$ cat src/rtl/vga_pixel_feeder.sv
// vga_pixel_feeder
// Fetches 8-bit grayscale pixels of one frame from frame memory through a
// credit-limited prefetch FIFO and hands out one RGB444 pixel per display
// request. An optional binarization mode renders pixels as pure black/white.
//
// Ports
//   clk, reset            pixel clock, asynchronous active-high reset
//   frame_start           pulse: (re)start fetching a frame at address 0
//   pix_req               display consumes one pixel this cycle
//   bin_en, threshold     binarize against threshold (unsigned, gray >= thr)
//   mem_rd_en, mem_addr   read request and its row-major address
//   mem_rd_ready          memory accepts the request this cycle
//   mem_rdata, mem_rvalid in-order read return
//   red, green, blue      registered pixel colour
//   pix_valid             colour carries a real pixel
//   underflow             sticky: a request found the FIFO empty this frame
//   frame_done            pulse alongside the last pixel of the frame
//
// state | meaning
// IDLE  | no frame in progress; requests and returns are ignored
// FETCH | issuing reads, delivering pixels
// DRAIN | all reads issued, delivering the remaining pixels
module vga_pixel_feeder #(
  parameter int H_ACTIVE   = 1920,
  parameter int V_ACTIVE   = 1080,
  parameter int ADDR_W     = 21,
  parameter int FIFO_DEPTH = 16
) (
  input  logic              clk,
  input  logic              reset,
  input  logic              frame_start,
  input  logic              pix_req,
  input  logic              bin_en,
  input  logic [7:0]        threshold,
  output logic              mem_rd_en,
  output logic [ADDR_W-1:0] mem_addr,
  input  logic              mem_rd_ready,
  input  logic [7:0]        mem_rdata,
  input  logic              mem_rvalid,
  output logic [3:0]        red,
  output logic [3:0]        green,
  output logic [3:0]        blue,
  output logic              pix_valid,
  output logic              underflow,
  output logic              frame_done
);

  localparam int TOTAL = H_ACTIVE * V_ACTIVE;
  localparam int CNT_W = $clog2(TOTAL + 1);
  localparam int PTR_W = $clog2(FIFO_DEPTH);
  localparam int FC_W  = PTR_W + 1;
  localparam logic [CNT_W-1:0] LAST    = CNT_W'(TOTAL - 1);
  localparam logic [FC_W:0]    DEPTH_C = (FC_W + 1)'(FIFO_DEPTH);

  typedef enum logic [1:0] {IDLE, FETCH, DRAIN} state_t;

  state_t            state_q, state_d;
  logic [CNT_W-1:0]  issue_q, issue_d, consumed_q, consumed_d;
  logic [ADDR_W-1:0] addr_d;
  logic [FC_W-1:0]   fifo_count_q, fifo_count_d;
  logic [FC_W-1:0]   outstanding_q, outstanding_d;
  logic [FC_W-1:0]   discard_q, discard_d;
  logic [PTR_W-1:0]  wr_ptr_q, wr_ptr_d, rd_ptr_q, rd_ptr_d;
  logic [7:0]        fifo_mem [FIFO_DEPTH];
  logic [7:0]        gray;
  logic              accept, ret, active, consume, fifo_empty;
  logic              pop, push, last_consume, rd_en_d;
  logic [3:0]        color_d;
  logic              pix_valid_d, underflow_d, frame_done_d;

  always_comb begin
    state_d       = state_q;
    issue_d       = issue_q;
    consumed_d    = consumed_q;
    addr_d        = mem_addr;
    fifo_count_d  = fifo_count_q;
    outstanding_d = outstanding_q;
    discard_d     = discard_q;
    wr_ptr_d      = wr_ptr_q;
    rd_ptr_d      = rd_ptr_q;

    accept       = mem_rd_en & mem_rd_ready;
    // a return with nothing in flight (e.g. after reset) is stray and ignored
    ret          = mem_rvalid & (outstanding_q != '0);
    active       = (state_q != IDLE);
    consume      = pix_req & active & ~frame_start;
    fifo_empty   = (fifo_count_q == '0);
    pop          = consume & ~fifo_empty;
    push         = mem_rvalid & (discard_q == '0) & active & ~frame_start;
    last_consume = consume & (consumed_q == LAST);
    gray         = fifo_mem[rd_ptr_q];

    case ({accept, ret})
      2'b10:   outstanding_d = outstanding_q + FC_W'(1);
      2'b01:   outstanding_d = outstanding_q - FC_W'(1);
      default: outstanding_d = outstanding_q;
    endcase

    if (frame_start) begin
      state_d      = FETCH;
      issue_d      = '0;
      consumed_d   = '0;
      addr_d       = '0;
      fifo_count_d = '0;
      wr_ptr_d     = '0;
      rd_ptr_d     = '0;
      // everything still in flight after this edge belongs to the old frame
      discard_d    = outstanding_d;
    end else begin
      if (mem_rvalid && discard_q != '0) discard_d = discard_q - FC_W'(1);
      if (push) wr_ptr_d = wr_ptr_q + PTR_W'(1);
      if (pop)  rd_ptr_d = rd_ptr_q + PTR_W'(1);
      case ({push, pop})
        2'b10:   fifo_count_d = fifo_count_q + FC_W'(1);
        2'b01:   fifo_count_d = fifo_count_q - FC_W'(1);
        default: fifo_count_d = fifo_count_q;
      endcase
      if (accept) begin
        issue_d = issue_q + CNT_W'(1);
        // the address stops at the last pixel instead of running past the frame
        if (issue_q == LAST) state_d = DRAIN;
        else                 addr_d  = mem_addr + ADDR_W'(1);
      end
      if (consume) consumed_d = consumed_q + CNT_W'(1);
      // display position reached the end even if reads are still pending
      if (last_consume) state_d = IDLE;
    end

    // registered request: credit is judged on the values after this edge
    rd_en_d = (state_d == FETCH) &&
              (({1'b0, fifo_count_d} + {1'b0, outstanding_d}) < DEPTH_C);

    color_d     = 4'h0;
    pix_valid_d = pop;
    if (pop) begin
      if (bin_en) color_d = (gray >= threshold) ? 4'hF : 4'h0;
      else        color_d = gray[7:4];
    end
    underflow_d  = frame_start ? 1'b0 : (underflow | (consume & fifo_empty));
    frame_done_d = last_consume;
  end

  always_ff @(posedge clk or posedge reset) begin
    if (reset) begin
      state_q       <= IDLE;
      issue_q       <= '0;
      consumed_q    <= '0;
      mem_addr      <= '0;
      mem_rd_en     <= 1'b0;
      fifo_count_q  <= '0;
      outstanding_q <= '0;
      discard_q     <= '0;
      wr_ptr_q      <= '0;
      rd_ptr_q      <= '0;
      red           <= 4'h0;
      green         <= 4'h0;
      blue          <= 4'h0;
      pix_valid     <= 1'b0;
      underflow     <= 1'b0;
      frame_done    <= 1'b0;
    end else begin
      state_q       <= state_d;
      issue_q       <= issue_d;
      consumed_q    <= consumed_d;
      mem_addr      <= addr_d;
      mem_rd_en     <= rd_en_d;
      fifo_count_q  <= fifo_count_d;
      outstanding_q <= outstanding_d;
      discard_q     <= discard_d;
      wr_ptr_q      <= wr_ptr_d;
      rd_ptr_q      <= rd_ptr_d;
      red           <= color_d;
      green         <= color_d;
      blue          <= color_d;
      pix_valid     <= pix_valid_d;
      underflow     <= underflow_d;
      frame_done    <= frame_done_d;
    end
  end

  always_ff @(posedge clk) begin
    if (push) fifo_mem[wr_ptr_q] <= mem_rdata;
  end

endmodule

$ cat config.mk
export PLATFORM = sky130hd
export DESIGN_NAME = vga_pixel_feeder
export DESIGN_NICKNAME = d
export VERILOG_FILES = /design/src/rtl/vga_pixel_feeder.sv
export SDC_FILE = /design/constraint.sdc
export NUM_CORES = 1
export LEC_CHECK = 0
export CAP_MARGIN = 20
export CORE_ASPECT_RATIO = 0.6
export CORE_MARGIN = 1.5
export CORE_UTILIZATION = 25
export CTS_CLUSTER_DIAMETER = 100
export DETAILED_ROUTE_END_ITERATION = 10
export PLACE_DENSITY_LB_ADDON = 0.15
export SLEW_MARGIN = 0
export SYNTH_ARGS = -nofsm -noshare
export SYNTH_HDL_FRONTEND = slang
export SYNTH_SLANG_ARGS = --single-unit
$ cat constraint.sdc
create_clock -name clk -period 5.4 [get_ports clk]
set_clock_uncertainty 0.15 [all_clocks]
set_input_delay 1.35 -clock clk [delete_from_list [all_inputs] [get_ports clk]]
set_output_delay 1.35 -clock clk [all_outputs]
set_load 0.005 [all_outputs]
==> results.json <==
{
  "status": "finished clean",
  "post_synth_mux_area_share": 0.0954,
  "p_per_area_mw_per_mm2": 326,
  "cts.repair.resized": 0,
  "numCtsBuffers": 25,
  "routability_congestion_estimate": 0.723,
  "intPower_mw": 2.96,
  "period_share": 0.822,
  "setup_buffers_after_cts": 0,
  "stdcell_area_mm2": 0.0122,
  "setup_viol": 0,
  "netlist.top_cell.by_area": "sky130_fd_sc_hd__edfxtp_1",
  "crit_arrival_ns": 4.75,
  "antenna_cells": 0,
  "max_slew.worst_pin.slew_ns": 0.970,
  "grt_start_max_net_pins": 52,
  "fillCellCount": 4063,
  "setup_tns_ns": 0,
  "max_freq_mhz": 225,
  "hold_path.startpoint": "consumed_q[18]",
  "multiInputGateArea_mm2": 0.00372,
  "route.vias.total": 6165,
  "post_syn_nets": 836,
  "max_cap_viol": 0,
  "req_time_crit_path_ns": 5.71,
  "yosys.area_share.xor_xnor": 0.0503,
  "combPwrFrac": 0.130,
  "wirelength_um": 23900,
  "grt.overflow.total": 0,
  "synthesis.area_per_instance_um2": 13.1,
  "critical_path.max_fanout": 3,
  "yosys.area_share.simple": 0.125,
  "clock_power_share": 0.387,
  "ff_latch_area_mm2": 0.00625,
  "cts_tree": "done",
  "cts.hold.buffers_added": 0,
  "timing_hold_violations_final": 0,
  "crit_path_start_kind": "input port",
  "switching_power_mw": 1.04,
  "tritoncts_num_sinks": 224,
  "first_iteration_detailed_routing_drc_count": 403,
  "timing.slew.headroom": 0.351,
  "pwr-share-seq": 0.484,
  "die_x_um": 265,
  "dominant_synthesized_flop_cell": "sky130_fd_sc_hd__edfxtp_1",
  "count_of_state_elements_after_synthesis": 224,
  "netlist_instances": 783,
  "switching_share": 0.259,
  "die-area_mm2": 0.0424,
  "yosys_warnings": 0,
  "startpoint_of_the_worst_slack_reg_to_reg_timing_path": "rd_ptr_q[1]",
  "synth_enable_flop_cells": 128,
  "wire_length_of_the_first_global_routing_pass_um": 37800,
  "layout-drive-gt1-share": 0.138,
  "track_usage": 0.116,
  "leakage_nw": 4.37,
  "synthesis.area_mm2": 0.0103,
  "cp_endpoint_kind": "flop",
  "vdd_ir_drop_max_v": 0.000182,
  "slew_violations": 0,
  "effective_utilization_at_floorplan": 0.254,
  "setup_crit_path_kind": "in -> reg",
  "routed_wire_length_per_instance_um": 17.2,
  "dominant_combinational_cell_family_by_area_after_synthesis": "simple AND/OR/NAND/NOR gates",
  "portBuffers": 59,
  "synth.yosys.seq_area_share": 0.608,
  "timing.critical_path.cells": "clkdlybuf4s50_1, inv_1, nor4b_2, nand2b_1, ha_1, xor2_1, ha_1, a21o_1, nand2_1, a21oi_1, or4b_2, nand4_1, ha_1, nor3_1, o21ai_0, nor3b_1",
  "core_region_area_mm2": 0.0405,
  "num-nets-final": 900,
  "unrepaired_setup_endpoints_after_global_routing": "false",
  "clk_path_buf_depth": 3,
  "synthTopCellsByCount": "128 x sky130_fd_sc_hd__edfxtp_1, 96 x sky130_fd_sc_hd__dfrtp_1, 77 x sky130_fd_sc_hd__nor2_1, 42 x sky130_fd_sc_hd__nand2_1, 36 x sky130_fd_sc_hd__mux4_2",
  "detailed_place_hpwl_um": 16100,
  "cts_max_level": 1,
  "io_pins": 60,
  "dieHeight_um": 160,
  "synth_fa_ha_area_frac": 0.0373,
  "drc_violations_left": 0,
  "synthDistinctLibCells": 57,
  "slowest_delay_ns": 0.64,
  "compound_gate_fraction_of_synth_area": 0.0519,
  "async_flop_share": 0.429,
  "drt_first_pass_iters": 4,
  "post-synth-top-area-fraction": 0.374,
  "grt_antenna_before_repair": 0,
  "hold_class": "reg -> reg",
  "worstSkewPairLatency_ns": 0.55,
  "viasPerCell": 4.43,
  "critical-path-top-cell-by-count": "sky130_fd_sc_hd__ha_1",
  "path_clk_slew_ns": 0.06,
  "core.rowCount": 57,
  "antenna_violating_nets_post_route": 0,
  "first_global_vias": 6090,
  "synth_area_leaders": "sky130_fd_sc_hd__edfxtp_1 37%, sky130_fd_sc_hd__dfrtp_1 23%, sky130_fd_sc_hd__mux4_2 7.9%",
  "startpoint_of_the_worst_setup_timing_path": "mem_rvalid",
  "yosysMostFrequentCell": "sky130_fd_sc_hd__edfxtp_1",
  "dpl_cell_area_mm2": 0.0115,
  "clk_root_buffer_cell": "sky130_fd_sc_hd__clkbuf_16",
  "area_delta_synth_final_pct": 19.2,
  "critical-path-slowest-cell": "sky130_fd_sc_hd__or4b_2",
  "final.min_clock_period_ns": 4.44
}
==> worst paths after layout <==
path,endpoint,slack (ns),depth (start not counted)
max,mem_rd_en,0.96,16
min,consumed_q[18],0.39,2
max reg2reg,blue[0],1.57,8
min reg2reg,consumed_q[18],0.39,2
max in group asynchronous,rd_ptr_q[1],3.15,3
min in group asynchronous,mem_addr[3],1.13,2
==> state kept, by name (all words and copies together), names as in the netlist <==
| signal | cells |
|---|---|
| outstanding_q | 5 |
| wr_ptr_q | 4 |
| frame_done | 1 |
| issue_q | 21 |
| fifo_mem | 128 |
| consumed_q | 21 |
| discard_q | 5 |
| mem_rd_en | 1 |
| mem_addr | 21 |
| underflow | 1 |
| state_q | 2 |
| pix_valid | 1 |
| fifo_count_q | 5 |
| blue | 4 |
| rd_ptr_q | 4 |
==> per-layer routing <==
metal,global-route usage,vias up,wire length [um]
li1,-,2984,-
met1,0.195,3064,13500
met2,0.145,91,9070
met3,0.0237,26,953
met4,0.0257,0,419
met5,0,-,0
==> worst max-delay path: cells and delay by family <==
kind            cells  cell delay [ns]
xor+xnor            1             0.15
fa+ha+maj           3             0.67
compound gates      3             0.36
simple gates        7             1.63
buf+inv             2             0.60
==> logic make-up after synthesis <==
logic type | after synthesis
xor+xnor | 59
fa+ha+maj | 30
buf+inv | 78
compound gates | 90
flops | 224
mux | 52
simple gates | 250
==> power by group through the flow <==
stage | Sequential [mW] | Clock [mW] | Combinational (mW)
after floorplan | 1.95 | 0 | 0.362
after global placement | 1.97 | 0 | 0.535
after detailed placement | 1.97 | 0 | 0.529
after CTS | 1.93 | 1.61 | 0.531
after global routing | 1.94 | 1.67 | 0.594
final | 1.93 | 1.55 | 0.519
==> layout by cell type, fill, tap and decap left out, types with 7 or more instances in the layout <==
cell and n:
sky130_fd_sc_hd__ha_1 29, sky130_fd_sc_hd__nand4_1 16, sky130_fd_sc_hd__xnor2_1 33, sky130_fd_sc_hd__a21oi_1 30, sky130_fd_sc_hd__clkbuf_16 25, sky130_fd_sc_hd__mux2i_1 9
sky130_fd_sc_hd__xor2_1 26, sky130_fd_sc_hd__o21ai_0 29, sky130_fd_sc_hd__clkdlybuf4s50_1 58, sky130_fd_sc_hd__nand3_1 22, sky130_fd_sc_hd__and2_1 12, sky130_fd_sc_hd__mux4_2 36
sky130_fd_sc_hd__inv_1 34, sky130_fd_sc_hd__edfxtp_1 128, sky130_fd_sc_hd__clkinv_2 8, sky130_fd_sc_hd__buf_4 20, sky130_fd_sc_hd__nor3_1 18, sky130_fd_sc_hd__dfrtp_1 95
sky130_fd_sc_hd__nand2_1 42, sky130_fd_sc_hd__nor2_1 77, sky130_fd_sc_hd__mux2_2 7, sky130_fd_sc_hd__and3_1 7, sky130_fd_sc_hd__or3_1 15
==> per-stage QoR <==
step	utilization	hold slack, ns	total power, mW	cells	setup slack [ns]
floorplan	-	0.336	2.31	783	0.567
global placement	0.284	0.372	2.50	1351	0.365
detailed placement	0.284	0.377	2.50	1351	0.344
CTS	0.302	0.394	4.08	1393	0.926
global route	0.302	0.414	4.21	1393	0.660
finish	0.302	0.391	4.00	1393	0.959
==> layout make-up <==
cell class / instances / area share
clock buffer: 30 / 0.0526
clock inverter: 12 / 0.00644
inverter: 36 / 0.0112
multi-input combinational: 481 / 0.304
sequential: 224 / 0.510
tap: 531 / 0.0543
timing repair buffer: 79 / 0.0613
No activity file was read; power rests on OpenSTA's default activity.
